File: src/rtl/mmc1_cfg_sequencer_pkg.sv
// Shared MMC1 sequencer definitions: register select codes, FSM states, shift length.
package mmc1_pkg;

  localparam logic [1:0] REG_CONTROL = 2'b00;
  localparam logic [1:0] REG_CHR0    = 2'b01;
  localparam logic [1:0] REG_CHR1    = 2'b10;
  localparam logic [1:0] REG_PRG     = 2'b11;

  localparam int MMC1_SHIFT_LEN = 5;

  typedef enum logic [2:0] {
    ST_IDLE,
    ST_WAIT,
    ST_RSTWR,
    ST_BITWR,
    ST_GAP,
    ST_DONE
  } state_t;

endpackage

File: src/rtl/mmc1_cfg_sequencer_m2_phase_gen.sv
// Free-running M2 generator: HALF clocks low, HALF clocks high, registered output.
// Strobes are one cycle early: they mark the edge that starts the next low/high phase.
module m2_phase_gen #(
  parameter int HALF = 4
) (
  input  logic i_clk,
  input  logic i_rst_n,
  output logic o_m2,
  output logic o_lstart,
  output logic o_hstart
);

  localparam int PERIOD = 2 * HALF;
  localparam int CW     = $clog2(PERIOD);

  logic [CW-1:0] r_cnt;
  logic [CW-1:0] w_cnt_nxt;
  logic          r_m2;

  assign w_cnt_nxt = (r_cnt == CW'(PERIOD - 1)) ? '0 : r_cnt + CW'(1);

  always_ff @(posedge i_clk) begin
    if (!i_rst_n) begin
      r_cnt <= '0;
      r_m2  <= 1'b0;
    end else begin
      r_cnt <= w_cnt_nxt;
      r_m2  <= (w_cnt_nxt >= CW'(HALF));
    end
  end

  // Early strobes let the FSM register bus changes so they land with the M2 transition.
  assign o_lstart = (r_cnt == CW'(PERIOD - 1));
  assign o_hstart = (r_cnt == CW'(HALF - 1));
  assign o_m2     = r_m2;

endmodule

File: src/rtl/mmc1_cfg_sequencer.sv
// Turns one {register, 5-bit value, optional reset} request into MMC1 serial bus writes.
// Transfer takes (RST+5)*(1+GAP_CYCLES) M2 periods after LSTART alignment; READY only in IDLE.
import mmc1_pkg::*;

module mmc1_cfg_sequencer #(
  parameter int HALF       = 4,
  parameter int GAP_CYCLES = 1
) (
  input  logic       CLK,
  input  logic       nRST,
  input  logic       REQ_VALID,
  output logic       REQ_READY,
  input  logic [1:0] REQ_REG,
  input  logic [4:0] REQ_DATA,
  input  logic       REQ_RST,
  output logic       DONE,
  output logic       BUSY,
  output logic       CPU_M2,
  output logic       nCPU_ROMSEL,
  output logic       nCPU_RW,
  output logic       CPU_A14,
  output logic       CPU_A13,
  output logic       CPU_D0,
  output logic       CPU_D7
);

  localparam int GW = (GAP_CYCLES > 1) ? $clog2(GAP_CYCLES) : 1;

  logic          w_lstart;
  logic          w_hstart;
  state_t        r_state;
  logic          r_ready;
  logic          r_busy;
  logic          r_done;
  logic          r_romsel_n;
  logic          r_rw_n;
  logic [1:0]    r_a;
  logic          r_d0;
  logic          r_d7;
  logic [2:0]    r_idx;
  logic [GW-1:0] r_gap;
  logic [1:0]    r_reg;
  logic [4:0]    r_data;
  logic          r_rst;

  m2_phase_gen #(.HALF(HALF)) u_m2 (
    .i_clk    (CLK),
    .i_rst_n  (nRST),
    .o_m2     (CPU_M2),
    .o_lstart (w_lstart),
    .o_hstart (w_hstart)
  );

  always_ff @(posedge CLK) begin
    if (!nRST) begin
      r_state    <= ST_IDLE;
      r_ready    <= 1'b0;
      r_busy     <= 1'b0;
      r_done     <= 1'b0;
      r_romsel_n <= 1'b1;
      r_rw_n     <= 1'b1;
      r_a        <= 2'b00;
      r_d0       <= 1'b0;
      r_d7       <= 1'b0;
      r_idx      <= 3'd0;
      r_gap      <= '0;
      r_reg      <= 2'b00;
      r_data     <= 5'd0;
      r_rst      <= 1'b0;
    end else begin
      r_done <= 1'b0;
      case (r_state)
        ST_IDLE: begin
          if (REQ_VALID && r_ready) begin
            r_reg   <= REQ_REG;
            r_data  <= REQ_DATA;
            r_rst   <= REQ_RST;
            r_busy  <= 1'b1;
            r_ready <= 1'b0;
            r_state <= ST_WAIT;
          end else begin
            r_ready <= 1'b1;
          end
        end
        ST_WAIT: begin
          if (w_lstart) begin
            r_idx  <= 3'd0;
            r_rw_n <= 1'b0;
            r_a    <= r_reg;
            if (r_rst) begin
              r_d7    <= 1'b1;
              r_d0    <= 1'b0;
              r_state <= ST_RSTWR;
            end else begin
              r_d7    <= 1'b0;
              r_d0    <= r_data[0];
              r_state <= ST_BITWR;
            end
          end
        end
        ST_RSTWR, ST_BITWR: begin
          if (w_hstart) begin
            r_romsel_n <= 1'b0;
          end
          // Bus is left untouched on the falling M2 edge; GAP releases it one clock later.
          if (w_lstart) begin
            r_gap <= '0;
            if (r_state == ST_BITWR) begin
              r_idx <= r_idx + 3'd1;
            end
            r_state <= ST_GAP;
          end
        end
        ST_GAP: begin
          r_romsel_n <= 1'b1;
          r_rw_n     <= 1'b1;
          r_d0       <= 1'b0;
          r_d7       <= 1'b0;
          if (w_lstart) begin
            if (r_gap == GW'(GAP_CYCLES - 1)) begin
              if (r_idx < 3'(MMC1_SHIFT_LEN)) begin
                r_rw_n  <= 1'b0;
                r_d0    <= r_data[r_idx];
                r_state <= ST_BITWR;
              end else begin
                r_done  <= 1'b1;
                r_state <= ST_DONE;
              end
            end else begin
              r_gap <= r_gap + GW'(1);
            end
          end
        end
        ST_DONE: begin
          r_busy  <= 1'b0;
          r_ready <= 1'b1;
          r_state <= ST_IDLE;
        end
        default: begin
          r_state <= ST_IDLE;
        end
      endcase
    end
  end

  assign REQ_READY   = r_ready;
  assign BUSY        = r_busy;
  assign DONE        = r_done;
  assign nCPU_ROMSEL = r_romsel_n;
  assign nCPU_RW     = r_rw_n;
  assign CPU_A14     = r_a[1];
  assign CPU_A13     = r_a[0];
  assign CPU_D0      = r_d0;
  assign CPU_D7      = r_d7;

endmodule

File: config.mk
export PLATFORM = sky130hd
export DESIGN_NAME = mmc1_cfg_sequencer
export DESIGN_NICKNAME = d
export VERILOG_FILES = /design/src/rtl/mmc1_cfg_sequencer_pkg.sv /design/src/rtl/mmc1_cfg_sequencer_m2_phase_gen.sv /design/src/rtl/mmc1_cfg_sequencer.sv
export SDC_FILE = /design/constraint.sdc
export NUM_CORES = 1
export LEC_CHECK = 0
export ABC_AREA = 1
export CORE_ASPECT_RATIO = 0.7
export CORE_MARGIN = 2
export CORE_UTILIZATION = 46
export CTS_CLUSTER_DIAMETER = 80
export DETAILED_ROUTE_END_ITERATION = 10
export GPL_TIMING_DRIVEN = 0
export PLACE_DENSITY = 0.74
export SETUP_SLACK_MARGIN = 0.1
export SKIP_LAST_GASP = 1
export SYNTH_ARGS = -nofsm -noshare
export SYNTH_HDL_FRONTEND = slang
export SYNTH_SLANG_ARGS = --single-unit
File: constraint.sdc
create_clock -name CLK -period 1.29 [get_ports CLK]
set_input_delay 0.258 -clock CLK [delete_from_list [all_inputs] [get_ports CLK]]
set_output_delay 0.258 -clock CLK [all_outputs]
set_load 0.05 [all_outputs]
==> results by stage <==
Detailed routing:
- The post-detailed-route count of antenna-violating nets is 0.
- In the routed layout, each cell is associated on average with a via count of 5.13.
- The via count is 1114.
- The wire length reported by the detailed router is about 2900 um.
- The total iterations of the first detailed-routing run is 4.
- The routed length per placed instance is 13.1 um.
- The number of design-rule violations left by the first detailed-router iteration is 49.
- After detailed routing, the number of remaining DRC violations is 0.

Finish:
- After routing the design area is 1650 um2.
- For this run, the post-layout net count is 200.
- The area growth from synthesis to layout is 36.5%.
- The post-route core utilization is between 60% and 70%.
- The register containing the most flip-flops in the final layout is r_data.
- The largest registers in the layout are r_data (5), r_idx (3), r_state (3).
- The fraction of layout cells with a size suffix above 1 is 33.3%.
- The top cell types in the final layout, fill and taps aside, are 24 x sky130_fd_sc_hd__nand2_1, 20 x sky130_fd_sc_hd__dfxtp_1, 15 x sky130_fd_sc_hd__inv_1.
- The commonest non-fill, non-tap cell in the layout is sky130_fd_sc_hd__nand2_1.
- The number of antenna diodes is 0.
- The register with the most flip-flops in the layout has 5 of them.

STA:
- The number of hold violations in the final report is 0.
- At the pin with the least slew margin, the transition time is roughly 0.34 ns.
- Derived from the worst setup path, the maximum achievable clock frequency is 0.803 GHz.
- The setup clock skew after layout is 0.00182 ns.
- The time the final worst path needs with I/O delays and setup is 1.25 ns.
- Dividing the final minimum period by the clock period gives 96.6%.
- The minimum setup slack in the final design is approximately 0.044 ns.
- Setup violations remaining at the end of the flow were counted as 0.
- Setup repair after global routing could not meet its margin everywhere.
- The worst max-slew margin expressed relative to the limit is between 70% and 80%.
- The max-slew violation total from the final report is 0.

Yosys:
- By area the synthesized netlist is led by sky130_fd_sc_hd__dfxtp_1 43%, sky130_fd_sc_hd__nand2_1 7.8%, sky130_fd_sc_hd__a21oi_1 7.5%.
- For this run, the leading register cell type out of synthesis is sky130_fd_sc_hd__dfxtp_1.
- Synthesis produced roughly 150 cells.
- Counting distinct cell types in the post-synthesis netlist gives 27.
- The synthesized area per cell is 7.99 um2.
- The share of the Yosys chip area taken by registers is a little over two fifths.
- The share of synthesized area in the top cell type comes to 43.2%.
- The number of nets in the synthesized netlist is 167.
- The synthesis warning total is 0.
- The number of enable-type register cells in the synthesized netlist is 0.
- Of all cell types, the one taking the most synthesized area is sky130_fd_sc_hd__dfxtp_1.
- In this run, synthesis produced a sequential element count of 26.
- The area of the mapped netlist is 1210 um2.
- The fraction of registers with async set/reset is 0%.

Worst setup path:
- Data on the critical path is required at its endpoint by 1.50 ns.
- The worst path arrival time is 1.45 ns.
- The largest driver fanout on the critical path is 5.
- The depth of the most critical reg-to-reg path is 8.
- The critical path in this run is classified as register to register.
- The worst setup path is launched from a register.
- The worst setup path is captured at a register.

Placement:
- Before CTS, the worst setup slack after placement is -0.134 ns.
- Port buffering added 19 buffers.
- The placed cell area is 1460 um2.
- After legalization and detailed placement, the total HPWL measured roughly 1900 um.
- The global placer's final weighted congestion is about 0.82.

Power and ir drop:
- Power spread over the standard cell area amounts to 1580 nW/um2.
- In this run the static leakage power is 0.688 nW.
- The largest voltage drop on the vdd net is 1140 uV.

Clock tree:
- The clock transition at the register clock pins on the worst setup and hold paths after CTS is 0.09 ns.
- The clock network latency to the later pin of the worst-skew pair is 0.27 ns.
- TritonCTS built the clock tree.
- The number of clock buffers added by TritonCTS is 3.
- The number of sinks driven by the clock tree is 26.
- In this run the number of H-tree levels came out at 1.
- The worst-case clock buffer depth is 2.
- The cell sitting at the root of the clock tree is a sky130_fd_sc_hd__clkbuf_8.

Global routing:
- Entering global routing, the biggest net connects 15 pins.
- The via count of the first global-routing pass came to 927.
- The initial antenna violation count is 0.
- For this run the aggregate overflow at the end of global routing stands at 0.
- The total track usage is 18.1%.
- The first global-routing pass estimated 4150 um of wire.

Die:
- The starting utilization of the core area is 48.7%.
- The site row count is 15.
- The die boundary width is 65.2 um.
- The region available for standard cell placement spans 2480 um2.
- The die area is just over 3000 um2.
- The vertical die dimension is between 40 and 50 um.
- In this run the count of I/O pins placed on the die edge is 21.

Run status:
- The flow ran to the end, and the final reports show no timing, DRC or antenna violations.

Job:
- Max-cap violations in this run came to 0.

Hold path:
- The worst hold path belongs to the class primary input to register.
- Counting instances, the worst hold path has a depth of 3.
==> final timing paths <==
check                              startpoint         end  slack (ns)
worst max register to register  u_m2.r_cnt[0]  r_state[0]        0.04
worst min register to register         CPU_D7      CPU_D7        0.44
worst min-delay path                     nRST   r_data[1]        0.37
worst max-delay path            u_m2.r_cnt[0]  r_state[0]        0.04
==> synth_stat cells, types with 2 or more instances <==
cell                       count
sky130_fd_sc_hd__dfxtp_1      26
sky130_fd_sc_hd__nand2_1      25
sky130_fd_sc_hd__a21oi_1      18
sky130_fd_sc_hd__inv_1        18
sky130_fd_sc_hd__o21ai_0      10
sky130_fd_sc_hd__nand3_1       9
sky130_fd_sc_hd__nor2_1        9
sky130_fd_sc_hd__o21ai_1       6
sky130_fd_sc_hd__ha_1          5
sky130_fd_sc_hd__nor2_4        4
sky130_fd_sc_hd__nand3_2       3
sky130_fd_sc_hd__a211oi_1      2
sky130_fd_sc_hd__inv_2         2
==> worst max-delay path, cell delays in order, from the launching register on <==
cell,delay (ns)
sky130_fd_sc_hd__dfxtp_2,0.36
sky130_fd_sc_hd__ha_4,0.16
sky130_fd_sc_hd__ha_4,0.18
sky130_fd_sc_hd__inv_4,0.05
sky130_fd_sc_hd__nand3_2,0.08
sky130_fd_sc_hd__nand3_4,0.10
sky130_fd_sc_hd__nand2_1,0.08
sky130_fd_sc_hd__nand2_1,0.05
sky130_fd_sc_hd__nor2_1,0.11
==> routing by layer <==
layer  share of wire [%]  GRT usage (%)  wire (um)  vias to the layer above
met2                  48           29.6       1360                       29
met5                   0              0          0                        -
li1                    -              -          -                      564
met4                0.91           6.25         26                        0
met3                 4.5           4.32        128                        5
met1                  47           24.2       1340                      516
==> cells by family after synthesis <==
kind of cell	after synthesis	synth area share (%)
adder cells (fa/ha/maj)	5	5.19
XOR/XNOR	1	0.726
AO/OA/AOI/OAI	38	16.6
flip-flops	26	43.2
buffers and inverters	24	8.51
AND/OR/NAND/NOR	57	25.8
==> power breakdown <==
group	total (W)	switching (W)	internal [W]	leakage, nW
registers	0.00107	0.000120	0.000948	0.214
clock network	0.000478	0.000257	0.000221	0.0228
logic	0.00105	0.000661	0.000387	0.451
==> area by class of cell <==
type / instances / area (um2)
Timing Repair Buffer: 27 / 221
Inverter: 20 / 82.6
Sequential cell: 26 / 533
Fill cell: 216 / 831
Clock buffer: 4 / 45.0
Buffer: 4 / 27.5
Tap cell: 34 / 42.5
Multi-Input combinational cell: 102 / 694
==> repair_timing <==
action,CTS,global route
endpoints found under the setup margin,21,22
cloned,0,2
buffers inserted,4,3
pin swaps,1,12
resized for setup,55,27
hold buffers,0,0
==> metrics by stage <==
step / setup TNS [ns] / hold WS, ns / total power, W / std cells
2_1_floorplan: 0 / 0.406 / 0.00171 / 151
4_1_cts: 0 / 0.364 / 0.00239 / 212
3_3_place_gp: -1.26 / 0.415 / 0.00190 / 204
6_report: 0 / 0.368 / 0.00259 / 217
3_5_place_dp: -1.59 / 0.426 / 0.00193 / 204
5_1_grt: -0.0438 / 0.397 / 0.00272 / 217
(Power assumes the default switching activity.)
